**config.mk**
```make
export PLATFORM = sky130hd
export DESIGN_NAME = spi_cmd_decoder
export DESIGN_NICKNAME = d
export VERILOG_FILES = /design/src/rtl/spi_cmd_decoder.sv
export SDC_FILE = /design/constraint.sdc
export NUM_CORES = 1
export LEC_CHECK = 0
export BUFFER_PORTS_ARGS = -buffer_cell sky130_fd_sc_hd__clkbuf_2
export CAP_MARGIN = 20
export CORE_MARGIN = 1
export CORE_UTILIZATION = 35
export DETAILED_ROUTE_END_ITERATION = 8
export PLACE_DENSITY = 0.6
export SLEW_MARGIN = 30
export SYNTH_ARGS = -nofsm -noshare
export SYNTH_HDL_FRONTEND = slang
export SYNTH_SLANG_ARGS = --single-unit
```
**constraint.sdc**
```tcl
create_clock -name Clk -period 1.4 [get_ports Clk]
set_clock_uncertainty 0.05 [all_clocks]
set_input_delay 0.21 -clock Clk [delete_from_list [all_inputs] [get_ports Clk]]
set_output_delay 0.21 -clock Clk [all_outputs]
set_load 0.005 [all_outputs]
```
**src/rtl/spi_cmd_decoder.sv**
```systemverilog
`default_nettype none
// ============================================================================
// Module   : spi_cmd_decoder
// Brief    : Parses SPI command bytes into framebuffer and control-register writes
// Revision : 1.0
// ============================================================================
module spi_cmd_decoder #(
  parameter int         ADDR_W     = 16,
  parameter logic [7:0] CTRL_RESET = 8'h00
) (
  input  logic              Clk,
  input  logic              Reset,
  input  logic              DataRecv,
  input  logic [7:0]        DataIn,
  input  logic              CSel,
  output logic [ADDR_W-1:0] MemAddr,
  output logic [7:0]        MemData,
  output logic              MemWe,
  output logic [7:0]        CtrlReg,
  output logic              CtrlWe,
  output logic              ErrFlag,
  output logic              PktActive
);

  localparam logic [2:0] c_ST_IDLE    = 3'd0;
  localparam logic [2:0] c_ST_ADDR_HI = 3'd1;
  localparam logic [2:0] c_ST_ADDR_LO = 3'd2;
  localparam logic [2:0] c_ST_DATA    = 3'd3;
  localparam logic [2:0] c_ST_CTRL    = 3'd4;
  localparam logic [2:0] c_ST_DISCARD = 3'd5;

  localparam logic [7:0] c_OP_NOP     = 8'h00;
  localparam logic [7:0] c_OP_WRITE   = 8'h01;
  localparam logic [7:0] c_OP_SETCTRL = 8'h02;

  localparam logic [ADDR_W-1:0] c_ADDR_ONE = {{(ADDR_W-1){1'b0}}, 1'b1};

  logic              r_recv_s1, r_recv_s2, r_recv_s3;
  logic              r_csel_s1, r_csel_s2, r_csel_d;
  logic [2:0]        r_state;
  logic [7:0]        r_addr_hi;
  logic              w_byte_stb;
  logic              w_pkt_start;
  logic [ADDR_W-1:0] w_addr_load;

  assign w_byte_stb  = r_recv_s2 & ~r_recv_s3;
  assign w_pkt_start = r_csel_d & ~r_csel_s2;
  assign w_addr_load = ADDR_W'({r_addr_hi, DataIn});
  assign PktActive   = ~r_csel_s2;

  // Synchronizers; the CSel chain resets to idle so no packet appears active.
  always_ff @(posedge Clk) begin
    if (Reset) begin
      r_recv_s1 <= 1'b0;
      r_recv_s2 <= 1'b0;
      r_recv_s3 <= 1'b0;
      r_csel_s1 <= 1'b1;
      r_csel_s2 <= 1'b1;
      r_csel_d  <= 1'b1;
    end else begin
      r_recv_s1 <= DataRecv;
      r_recv_s2 <= r_recv_s1;
      r_recv_s3 <= r_recv_s2;
      r_csel_s1 <= CSel;
      r_csel_s2 <= r_csel_s1;
      r_csel_d  <= r_csel_s2;
    end
  end

  always_ff @(posedge Clk) begin
    if (Reset) begin
      r_state   <= c_ST_IDLE;
      r_addr_hi <= 8'h00;
      MemAddr   <= '0;
      MemData   <= 8'h00;
      MemWe     <= 1'b0;
      CtrlReg   <= CTRL_RESET;
      CtrlWe    <= 1'b0;
      ErrFlag   <= 1'b0;
    end else begin
      MemWe  <= 1'b0;
      CtrlWe <= 1'b0;
      if (MemWe) begin
        MemAddr <= MemAddr + c_ADDR_ONE;
      end
      if (w_pkt_start) begin
        ErrFlag <= 1'b0;
      end

      // Chip-select high overrides any byte arriving in the same cycle.
      if (r_csel_s2) begin
        r_state <= c_ST_IDLE;
      end else if (w_byte_stb) begin
        case (r_state)
          c_ST_IDLE: begin
            case (DataIn)
              c_OP_NOP:     r_state <= c_ST_IDLE;
              c_OP_WRITE:   r_state <= c_ST_ADDR_HI;
              c_OP_SETCTRL: r_state <= c_ST_CTRL;
              default: begin
                r_state <= c_ST_DISCARD;
                ErrFlag <= 1'b1;
              end
            endcase
          end
          c_ST_ADDR_HI: begin
            r_addr_hi <= DataIn;
            r_state   <= c_ST_ADDR_LO;
          end
          c_ST_ADDR_LO: begin
            MemAddr <= w_addr_load;
            r_state <= c_ST_DATA;
          end
          c_ST_DATA: begin
            MemData <= DataIn;
            MemWe   <= 1'b1;
          end
          c_ST_CTRL: begin
            CtrlReg <= DataIn;
            CtrlWe  <= 1'b1;
            r_state <= c_ST_DISCARD;
          end
          default: r_state <= c_ST_DISCARD;
        endcase
      end
    end
  end

endmodule
`default_nettype wire

```
==> reports/results.ini <==
[floorplanning]
initial_core_util = 0.367
die_w_um = 81.5
die_y_um = 81.5
dieArea_sq_um = 6640
rows = 28
core_sq_um = 6030
pin_count = 48

[synth]
async_flop_share = 0
synth_fa_ha_area_frac = 0.00566
syn_nets = 261
synth_top_area_frac = 0.471
synthCells = 248
synth_top_family_by_area = simple AND/OR/NAND/NOR gates
synthMuxAreaShare = 0.0407
syn_avg_cell_area_sq_um = 8.92
yosysSeqAreaShare = 0.471
ys.flop_type = dfxtp_1
synth_compound_area_frac = 0.127
yosysTopAreaCell = dfxtp_1
ys_ff_latch = 52
synth.most_common_cell = dfxtp_1
synth_cell_type_count = 37
synth_xor_xnor_area_share = 0.0554
yosysWarningCount = 0
yosys.area_share.simple = 0.260
synthTopCellsByArea = dfxtp_1 (47%), nor2_1 (5.3%), a211oi_1 (4.8%)
syn_area_sq_um = 2210
synth_edf_count = 0
netlist_top_cells_count = dfxtp_1 (52), nor2_1 (31), nand2_1 (27)

[run_status]
status = finished, violations left
failed_checks = negative setup slack

[sta]
fmax_mhz = 693
finalHoldViolCount = 0
setup_viol = 6
min_period_ns = 1.44
slew-limit-headroom = 0.805
worst_pin_slew_ns = 0.292
slew_viol_final = 0
worst_slack_ns = -0.0437
grt_setup_unrepaired = yes
fin_crit_sh = 1.03

[worst_setup_path]
reg2reg_depth = 4
crit_family = simple AND/OR/NAND/NOR gates
worst-path-buf-inv = 0
path_class = reg2reg
crit_path_max_incr_delay_ns = 0.40
critPathRequiredTime_ns = 1.56
worst_ep_arrival_time_ns = 1.61
path_max_fanout = 5
setup.worst_path.end_class = register
path_depth = 4
crit_chain = nand3_2, nor4_4, nand4_1, a311oi_2
startpoint_type = register
cpMaxStageDelayCell = dfxtp_4

[cts]
clk_pin_slew_worst_paths_ns = 0.10
clk_latency_ns = 0.30
tritoncts = built
cts.htree.levels = 2
cts_made_buffers = 5
root_buffer = clkbuf_8
cts.sinks = 52
clk_path_buf_depth = 2
holdBufCountCts = 0

[drt]
viasPerCell = 5.00
wire_per_inst_um = 14.6
dr.first_iter.drc_count = 103
drt_wl_total_um = 5940
drc = 0
dr.pass1.iters = 4
dr_total_vias = 2033
drtAntennaViolNets = 0

[final_layout]
area_growth_pct = 41.7
nets = 344
nFillCells = 573
fin_util = 0.520
num_antenna_cells = 0
layout-drive-gt1-share = 0.437

[power]
vdd_drop_max_v = 0.000524
p_leak_nw = 1.37
pwr_density_cell_nw_per_um2 = 779

[grt]
grt_max_degree = 49
grt_overflow_total = 0
track_usage = 0.186
grt_pass1_vias = 1884
antenna_found_initial = 0
grt_first_pass_wirelength_um = 9280

[worst_hold_path]
whs_path_depth = 2
min_path_type = in2reg

[place]
place_worst_setup_slack_ns = -0.0842
gp_congestion = 0.787
io_buffers = 47
place_hpwl_um = 4060

[flow_run]
drv_cap = 0

==> state kept, by name (all words and copies together), names as in the netlist <==
| register | flops |
|---|---|
| r_recv_s2 | 1 |
| r_recv_s3 | 1 |
| r_csel_s1 | 1 |
| r_csel_d | 1 |
| MemAddr | 16 |
| ErrFlag | 1 |
| r_recv_s1 | 1 |
| r_addr_hi | 8 |
| CtrlReg | 8 |
| CtrlWe | 1 |
| MemWe | 1 |
| MemData | 8 |
| r_state | 3 |
| r_csel_s2 | 1 |
==> where the power goes <==
group | internal (W) | switching [W]
clock | 0.000356 | 0.000501
sequential | 0.00148 | 0.00000597
combinational | 0.0000405 | 0.0000626
total | 0.00187 | 0.000570
==> cell usage in the layout (no fill, tap or decap), types with 5 or more instances in the layout <==
| cell | Yosys | routed |
|---|---|---|
| a211oi_1 | 14 | 11 |
| a21oi_1 | 19 | 17 |
| buf_4 | 2 | 35 |
| buf_6 | 0 | 6 |
| clkbuf_2 | 0 | 47 |
| clkbuf_8 | 0 | 5 |
| dfxtp_1 | 52 | 38 |
| dfxtp_2 | 0 | 10 |
| inv_1 | 6 | 6 |
| mux2i_1 | 9 | 8 |
| nand2_1 | 27 | 22 |
| nand2_2 | 0 | 5 |
| nand3_1 | 20 | 19 |
| nor2_1 | 31 | 28 |
| nor2b_1 | 5 | 5 |
| xnor2_1 | 10 | 10 |
==> routing by layer <==
layer  part of all wire  GRT usage  up-vias
met1               0.46      0.247      960
met3              0.030     0.0378        6
met5                  0          0        -
met4             0.0086     0.0446        0
met2               0.50      0.306       40
li1                   -          -     1027
==> repair_timing <==
item,4_1_cts,5_1_grt
pin swaps,3,10
resized for setup,21,24
gates cloned,0,1
setup endpoints to repair,38,39
setup buffers,2,4
==> cells by family (layout without fill, tap and decap cells) <==
family	after synthesis	in the layout
simple gates	108	108
mux	9	9
flops	52	52
buf+inv	21	105
compound gates	43	43
xor+xnor	14	14
fa+ha+maj	1	1
==> final timing paths <==
kind / startpoint / slack (ns) / end
worst max-delay path: MemAddr[1]$_SDFF_PP0_ / -0.04 / MemAddr[15]$_SDFF_PP0_
worst min-delay path: CSel / 0.05 / r_csel_s1$_SDFF_PP1_
worst max register to register: MemAddr[1]$_SDFF_PP0_ / -0.04 / MemAddr[15]$_SDFF_PP0_
worst min register to register: r_csel_s1$_SDFF_PP1_ / 0.37 / r_csel_s2$_SDFF_PP1_
==> metrics by stage <==
stage / cells / power, W / instance area [sq um] / setup TNS [ns] / hold slack [ns]
after detailed placement: 392 / 0.00162 / 2810 / -1.45 / 0.346
after global routing: 407 / 0.00256 / 3140 / -1.47 / 0.0288
after global placement: 392 / 0.00162 / 2810 / -0.0995 / 0.346
final: 407 / 0.00244 / 3140 / -0.0986 / 0.0455
after CTS: 402 / 0.00249 / 3000 / -0.405 / 0.0327
after floorplan: 248 / 0.00156 / 2240 / -0.00246 / 0.264
==> cell type report <==
type / instances / area [sq um] / share of cell area
clock buffers: 5 / 68.8 / 0.0219
flip-flops and latches: 52 / 1070 / 0.341
well taps: 75 / 93.8 / 0.0299
inverters: 6 / 22.5 / 0.00718
multi-input cells: 175 / 1230 / 0.392
clock inverters: 3 / 21.3 / 0.00678
repair buffers: 91 / 631 / 0.201
Power figures use the tool's default switching activity.
